<file path="src/rtl/mcif_arb_ctrl5.sv">
// Sequencing controller for a 5-client round-robin memory-interface arbiter.
// Registers the winner returned by the external picker, issues one command per grant and tracks burst beats.
module mcif_arb_ctrl5 #(
  parameter int         LEN_W     = 8,
  parameter logic [2:0] PRIO_INIT = 3'd4
) (
  input  logic               clk,
  input  logic               rst_n,
  input  logic [4:0]         cli_req,
  input  logic [5*LEN_W-1:0] cli_len,
  input  logic [2:0]         nxt_arb_id,
  output logic [4:0]         arb_req,
  output logic               arb_en,
  output logic [2:0]         cur_arb_id,
  output logic [4:0]         cli_gnt,
  output logic [4:0]         cli_done,
  output logic               mem_cmd_valid,
  input  logic               mem_cmd_ready,
  output logic [2:0]         mem_cmd_id,
  output logic [LEN_W-1:0]   mem_cmd_len,
  input  logic               mem_beat,
  output logic               busy,
  output logic               err_beat
);

  localparam logic [1:0] IDLE = 2'd0;
  localparam logic [1:0] ARB  = 2'd1;
  localparam logic [1:0] CMD  = 2'd2;
  localparam logic [1:0] XFER = 2'd3;

  logic [1:0]       state_reg, state_next;
  logic [2:0]       cur_id_reg, cur_id_next;
  logic [LEN_W-1:0] len_reg, len_next;
  logic [LEN_W-1:0] cnt_reg, cnt_next;
  logic             err_reg;

  logic [LEN_W-1:0] len_arr [5];
  logic [4:0]       cur_onehot;
  logic [LEN_W-1:0] nxt_len;
  logic             req_any;
  logic             nxt_ok;
  logic             cmd_acc;
  logic             last_beat;

  generate
    for (genvar gi = 0; gi < 5; gi++) begin : g_cli
      assign len_arr[gi]    = cli_len[gi*LEN_W +: LEN_W];
      assign cur_onehot[gi] = (cur_id_reg == 3'(gi));
    end
  endgenerate

  always_comb begin
    nxt_len = '0;
    for (int i = 0; i < 5; i++) begin
      if (nxt_arb_id == 3'(i)) nxt_len = len_arr[i];
    end
  end

  assign req_any   = |cli_req;
  assign nxt_ok    = (nxt_arb_id <= 3'd4);
  assign cmd_acc   = (state_reg == CMD) && mem_cmd_ready;
  assign last_beat = (state_reg == XFER) && mem_beat && (cnt_reg == len_reg);

  always_comb begin
    state_next  = state_reg;
    cur_id_next = cur_id_reg;
    len_next    = len_reg;
    cnt_next    = cnt_reg;
    case (state_reg)
      IDLE: begin
        if (req_any) state_next = ARB;
      end
      ARB: begin
        // An out-of-range picker result is treated like an empty request vector.
        if (req_any && nxt_ok) begin
          cur_id_next = nxt_arb_id;
          len_next    = nxt_len;
          state_next  = CMD;
        end else begin
          state_next = IDLE;
        end
      end
      CMD: begin
        if (mem_cmd_ready) begin
          cnt_next   = '0;
          state_next = XFER;
        end
      end
      XFER: begin
        if (mem_beat) begin
          if (cnt_reg == len_reg) begin
            state_next = req_any ? ARB : IDLE;
          end else begin
            cnt_next = cnt_reg + 1'b1;
          end
        end
      end
      default: state_next = IDLE;
    endcase
  end

  always_ff @(posedge clk or negedge rst_n) begin
    if (!rst_n) begin
      state_reg  <= IDLE;
      cur_id_reg <= PRIO_INIT;
      len_reg    <= '0;
      cnt_reg    <= '0;
      err_reg    <= 1'b0;
    end else begin
      state_reg  <= state_next;
      cur_id_reg <= cur_id_next;
      len_reg    <= len_next;
      cnt_reg    <= cnt_next;
      // Beats arriving without an accepted command are flagged, never counted.
      if (mem_beat && (state_reg != XFER)) err_reg <= 1'b1;
    end
  end

  assign arb_req       = cli_req;
  assign arb_en        = (state_reg == ARB);
  assign busy          = (state_reg != IDLE);
  assign mem_cmd_valid = (state_reg == CMD);
  assign mem_cmd_id    = cur_id_reg;
  assign mem_cmd_len   = len_reg;
  assign cur_arb_id    = cur_id_reg;
  assign cli_gnt       = cmd_acc ? cur_onehot : 5'b0;
  assign cli_done      = last_beat ? cur_onehot : 5'b0;
  assign err_beat      = err_reg;

endmodule

</file>
<file path="config.mk">
export PLATFORM = sky130hd
export DESIGN_NAME = mcif_arb_ctrl5
export DESIGN_NICKNAME = d
export VERILOG_FILES = /design/src/rtl/mcif_arb_ctrl5.sv
export SDC_FILE = /design/constraint.sdc
export NUM_CORES = 1
export LEC_CHECK = 0
export BUFFER_PORTS_ARGS = -buffer_cell sky130_fd_sc_hd__buf_2
export CAP_MARGIN = 25
export CORE_MARGIN = 2
export CORE_UTILIZATION = 46
export CTS_BUF_LIST = sky130_fd_sc_hd__clkbuf_8
export CTS_CLUSTER_SIZE = 16
export DETAILED_ROUTE_END_ITERATION = 10
export HOLD_SLACK_MARGIN = 0.12
export PLACE_DENSITY = 0.87
export SLEW_MARGIN = 20
export SYNTH_ARGS = -nofsm -noshare
export SYNTH_HDL_FRONTEND = slang
export SYNTH_SLANG_ARGS = --single-unit
</file>
<file path="constraint.sdc">
create_clock -name clk -period 2.1 [get_ports clk]
set_input_delay 0.21 -clock clk [delete_from_list [all_inputs] [get_ports clk]]
set_output_delay 0.21 -clock clk [all_outputs]
set_load 0.01 [all_outputs]
</file>
; Word level (Yosys, flattened, before mapping)
; Index checks and enable logic that the tools add are counted.
[classes]
eq_ne = 18
n_lt_le_gt_ge = 1
n_reduce_logical = 14
addsub = 1
muxes = 18
[op_table]
columns = cell, n
row1 = $mux 8, 8
row2 = $pmux 8 s2, 1
row3 = $eq 3x2->1 const B, 4
row4 = $mux 2, 5
row5 = $mux 5, 2
row6 = $add 8x1->8 const B, 1
row7 = $eq 8x8->1, 1
row8 = $ne 2x2->1 const B, 4
row9 = $pmux 2 s4, 1
row10 = $reduce_and 4->1, 2
row11 = $eq 3x1->1 const B, 2
row12 = $eq 3x3->1 const B, 2
row13 = $logic_not 3->1, 2
row14 = $logic_and 1x1->1, 5
row15 = $reduce_or 5->1, 1
row16 = $eq 2x2->1 const B, 2
row17 = $ne 2x1->1 const B, 2
row18 = $reduce_bool 2->1, 2
row19 = $le 3x3->1 const B, 1
row20 = $eq 2x1->1 const B, 1
row21 = $logic_not 2->1, 1
row22 = $reduce_and 2->1, 1
row23 = $mux 1, 1
[totals]
output_inout_bits = 33
reg_bits = 22
inputBits = 52
wordCells = 57

; Depth between registers and ports, before layout
[logic_depth]
word_depth = 6
ltp_mapped = 7
depth_no_buf = 5

; Worst setup path after synthesis
; No wires, ideal clock.
[synth_timing]
path_type = register to output
start = register len_reg[0], in the netlist mem_cmd_len[0]
end = output cli_done[0]
arrival_time_ps = 1405
t_required_ps = 1890
setup_slack_ps = 485
n_path_buf = 0
stages_incl_launch_ff = 6
cell_sequence = dfrtp_1 xnor2_1 nand4_1 nor2_1 nand2_1 nor4_1
[synth_between]
elab_chain_len = 3
[synth_lines]
columns = item, line
row1 = from (decl), 33  ; logic [LEN_W-1:0] len_reg, len_next;
row2 = from (signal assigned), 112  ; len_reg <= len_next;
row3 = $eq 8x8->1, 62  ; assign last_beat = (state_reg == XFER) && mem_beat && (cnt_reg == len_reg);
row4 = $logic_and 1x1->1, 62
row5 = $mux 5, 127  ; assign cli_done = last_beat ? cur_onehot : 5'b0;
row6 = to (decl), 16  ; output logic [4:0] cli_done,
; No other way between the ends.

; Worst setup path in the final report
[layout_timing]
start = register state_reg[0]
end = output cli_gnt[1]
[layout_between]
elab_chain_len = 3
[layout_lines]
columns = item, line
row1 = from (decl), 31  ; logic [1:0] state_reg, state_next;
row2 = from (signal assigned), 110  ; state_reg <= state_next;
row3 = $eq 2x2->1, 61  ; assign cmd_acc = (state_reg == CMD) && mem_cmd_ready;
row4 = $logic_and 1x1->1, 61
row5 = $mux 5, 126  ; assign cli_gnt = cmd_acc ? cur_onehot : 5'b0;
row6 = to (decl), 15  ; output logic [4:0] cli_gnt,
; No other way between the ends.

==> reports/results.tsv <==
stage	metric	value	unit
outcome	status	finished clean	
critical_path	slowest_stage	dfrtp_1	
synthesis	synth-simple-area-share	19.79	%
critical_path	worst-path-buf-inv	1	
floorplanning	die_x	61.56	um
power_and_ir_drop	ir_drop	0.4689	mV
routing	wl_per_cell	13.07	um
critical_path	setup.worst_path.start_class	flop	
routing	ant_nets	0	
synthesis	async_flop_share	100.0	%
synthesis	synth-compound-area-share	17.16	%
timing	hold_ws	189.2	ps
grt	grt_usage	20.67	%
timing	period_share	93.83	%
grt	use_met1	24.23	%
floorplanning	die_y	61.56	um
critical_path	worstPathRequired	1890	ps
cells_and_area	layout_commonest_cell	buf_2	
timing	min_period	1970	ps
grt	gr-total-overflow	0	
power_and_ir_drop	p_per_area	1066	mW/mm^2
power_and_ir_drop	seq_power_share	36.6	%
place	numPortBuffers	84	
critical_path	cp_num_cells	5	
place	place_worst_setup_slack	355.4	ps
floorplanning	io_pins	85	
cts	cts_buffer_depth	2	
critical_path	worstPathArrival	1760	ps
grt	grt_antenna_before_repair	0	
place	dp_hpwl	2926	um
timing	fmax	0.5075	GHz
critical_path	cp_cell_sequence	and2b_1 > and2_1 > nand2_1 > nor3_1 > buf_2	
critical_path	cp_max_fo	9	
power_and_ir_drop	swShare	39.35	%
worst_hold_path	min_path_type	input port to flop	
grt	grt_max_degree	23	
cts	cts.clk_slew.worst_paths	80	ps
timing	timing.final.ws_setup	129.7	ps
cells_and_area	layout-drive-gt1-share	49.57	%
cts	clockRootBuffer	clkbuf_8	
critical_path	worstReg2RegEnd	cnt_reg[5]$_DFFE_PN0P_	
synthesis	synthXorXnorAreaFrac	4.598	%
synthesis	yosys-top-cells-area	dfrtp_1 (34%), mux4_2 (12%), xnor2_1 (4.6%)	
timing	final.setup_skew	3.359	ps
synthesis	syn_avg_cell_area	9.769	um^2
critical_path	startpoint	state_reg[0]$_DFFE_PN0P_	
cells_and_area	fin_cells	278	
timing	hold_violations	0	
critical_path	cp-end-kind	output port	
grt	busiest_layer	met2	
synthesis	syn-num-nets	209	
timing	final-max-slew-violation-count	0	
power_and_ir_drop	power.switching	843.6	uW
timing	max_slew_margin	48.60	%
synthesis	synth_edf_count	0	
floorplanning	initial_utilization	49.11	%
synthesis	ys_types	41	
cells_and_area	area_delta_synth_final	32.02	%
critical_path	ff2ff_setup_slack	290	ps
cts	cts_buffers	3	
critical_path	cpPeakStageDelay	450	ps
routing	via_per_inst	5.381	
grt	met2_usage	38.65	%
power_and_ir_drop	leakage	0.9493	nW
timing	rsz0062_at_grt	no	
critical_path	crit_path_end	cli_gnt[1]	
routing	num_vias	1496	
synthesis	ys.flop_type	dfrtp_1	
grt	grt_pass1_vias	1362	
synthesis	synth-seq-cells	22	
synthesis	yosys_warnings	0	
power_and_ir_drop	comb_power_share	45.0	%
cells_and_area	mostFrequentLayoutCells	buf_2 (84), dfrtp_1 (21), nand2_1 (17)	
place	place_inst	271	
cts	cts_tree	built	
floorplanning	core.rowCount	20	
synthesis	seq_area_frac_synth	36.21	%
routing	routed_wl	3634	um
run	maxCapViolCount	0	
synthesis	yosys.area.top_type_share	34.48	%
power_and_ir_drop	internal_power	1.300	mW
critical_path	path_class	flop to output port	
cells_and_area	fin_nets	288	
synthesis	synth_largest_area_cell	dfrtp_1	
routing	firstDrtPassIters	4	
synthesis	synth_area	0.001524	mm^2
grt	grt_pass1_wl	5789	um
cts	numClockSinks	22	
cts	clock_latency	270	ps
critical_path	crit_family	simple AND/OR/NAND/NOR gates	
timing	worstMarginPinSlew	765.2	ps
place	dpl_cell_area	0.001902	mm^2
critical_path	r2r-start	cnt_reg[3]$_DFFE_PN0P_	
floorplanning	die_area	0.003790	mm^2
routing	drc	0	
grt	use_met3	3.571	%
synthesis	synth.area.mux_share	13.30	%
synthesis	synthAdderAreaFrac	0.8210	%
critical_path	rr_worst_depth	7	
cells_and_area	utilization	64.84	%
floorplanning	coreArea	0.003103	mm^2
cts	htreeDepth	1	
power_and_ir_drop	fin_total_pwr	2.144	mW
cells_and_area	stdcell_area	0.002012	mm^2
synthesis	syn_inst	156	
timing	setup_viol	0	
routing	drt-initial-drc-count	36	
timing	timing.setup.tns	0	ps
cells_and_area	n_antenna_cell	0	
synthesis	synth_top_family_by_area	simple AND/OR/NAND/NOR gates	
power_and_ir_drop	pwr-share-clk	18.4	%
place	gp_congestion	0.7865	
-- routing by layer --
| layer | share of wire, % | vias to the layer above | routed length, um |
|---|---|---|---|
| met1 | 39 | 701 | 1400 |
| met3 | 7.9 | 4 | 286 |
| met5 | 0 | - | 0 |
| li1 | - | 726 | - |
| met4 | 1.0 | 0 | 38 |
| met2 | 53 | 65 | 1909 |
-- area by class of cell --
| type | count | area (um^2) |
|---|---|---|
| fillers | 280 | 1091 |
| well taps | 44 | 55.05 |
| clock buffers | 3 | 41.29 |
| repair buffers | 89 | 460.4 |
| clock inverters | 1 | 30.03 |
| flip-flops and latches | 22 | 551.8 |
| inverters | 3 | 11.26 |
| multi-input cells | 116 | 862.1 |
-- worst min path at each step --
| stage | depth (start not counted) | slack, ps | to | startpoint |
|---|---|---|---|---|
| after CTS | 2 | 190 | err_beat$_DFFE_PN0P_ | mem_beat |
| after global placement | 1 | 200 | err_beat$_DFFE_PN0P_ | rst_n |
| after detailed placement | 1 | 190 | err_beat$_DFFE_PN0P_ | rst_n |
| after floorplan | 0 | -90 | async pin | rst_n |
| after global routing | 2 | 200 | err_beat$_DFFE_PN0P_ | mem_beat |
| final | 2 | 190 | err_beat$_DFFE_PN0P_ | mem_beat |
-- power by group through the flow --
stage | sequential [mW] | combinational (mW) | clock [mW]
after floorplan | 0.784 | 0.631 | 0
after global placement | 0.773 | 0.887 | 0
after detailed placement | 0.782 | 0.911 | 0
after CTS | 0.774 | 0.924 | 0.401
after global routing | 0.811 | 1.07 | 0.416
final | 0.785 | 0.965 | 0.394
-- cell families (layout without fill, tap and decap cells) --
logic type,Yosys count,after routing
multiplexers,10,10
adder cells (fa/ha/maj),1,1
XOR/XNOR,8,8
flip-flops,22,22
AND/OR/NAND/NOR,59,59
AO/OA/AOI/OAI,38,38
buffers and inverters,18,96
-- synthesized netlist by cell type (all sizes together) (2+ instances only) --
library cell / number
clkbuf: 3
o21ai: 13
xnor2: 8
nand2: 17
a22oi: 8
nor3: 6
a21oi: 6
or4: 4
nor2: 11
nor4: 2
a22o: 2
o31ai: 5
nand4: 2
inv: 3
or2: 2
and2b: 2
or3: 3
nand3: 4
buf: 12
dfrtp: 21
nand2b: 2
mux4: 8
mux2: 2
-- repair_timing --
item / in CTS / in global routing
setup buffers: 0 / 2
setup endpoints to repair: 0 / 2
hold buffers: 1 / 0
gates resized for setup: 0 / 3
endpoints found under the hold margin: 21 / 0
No activity file was read; power rests on OpenSTA's default activity.
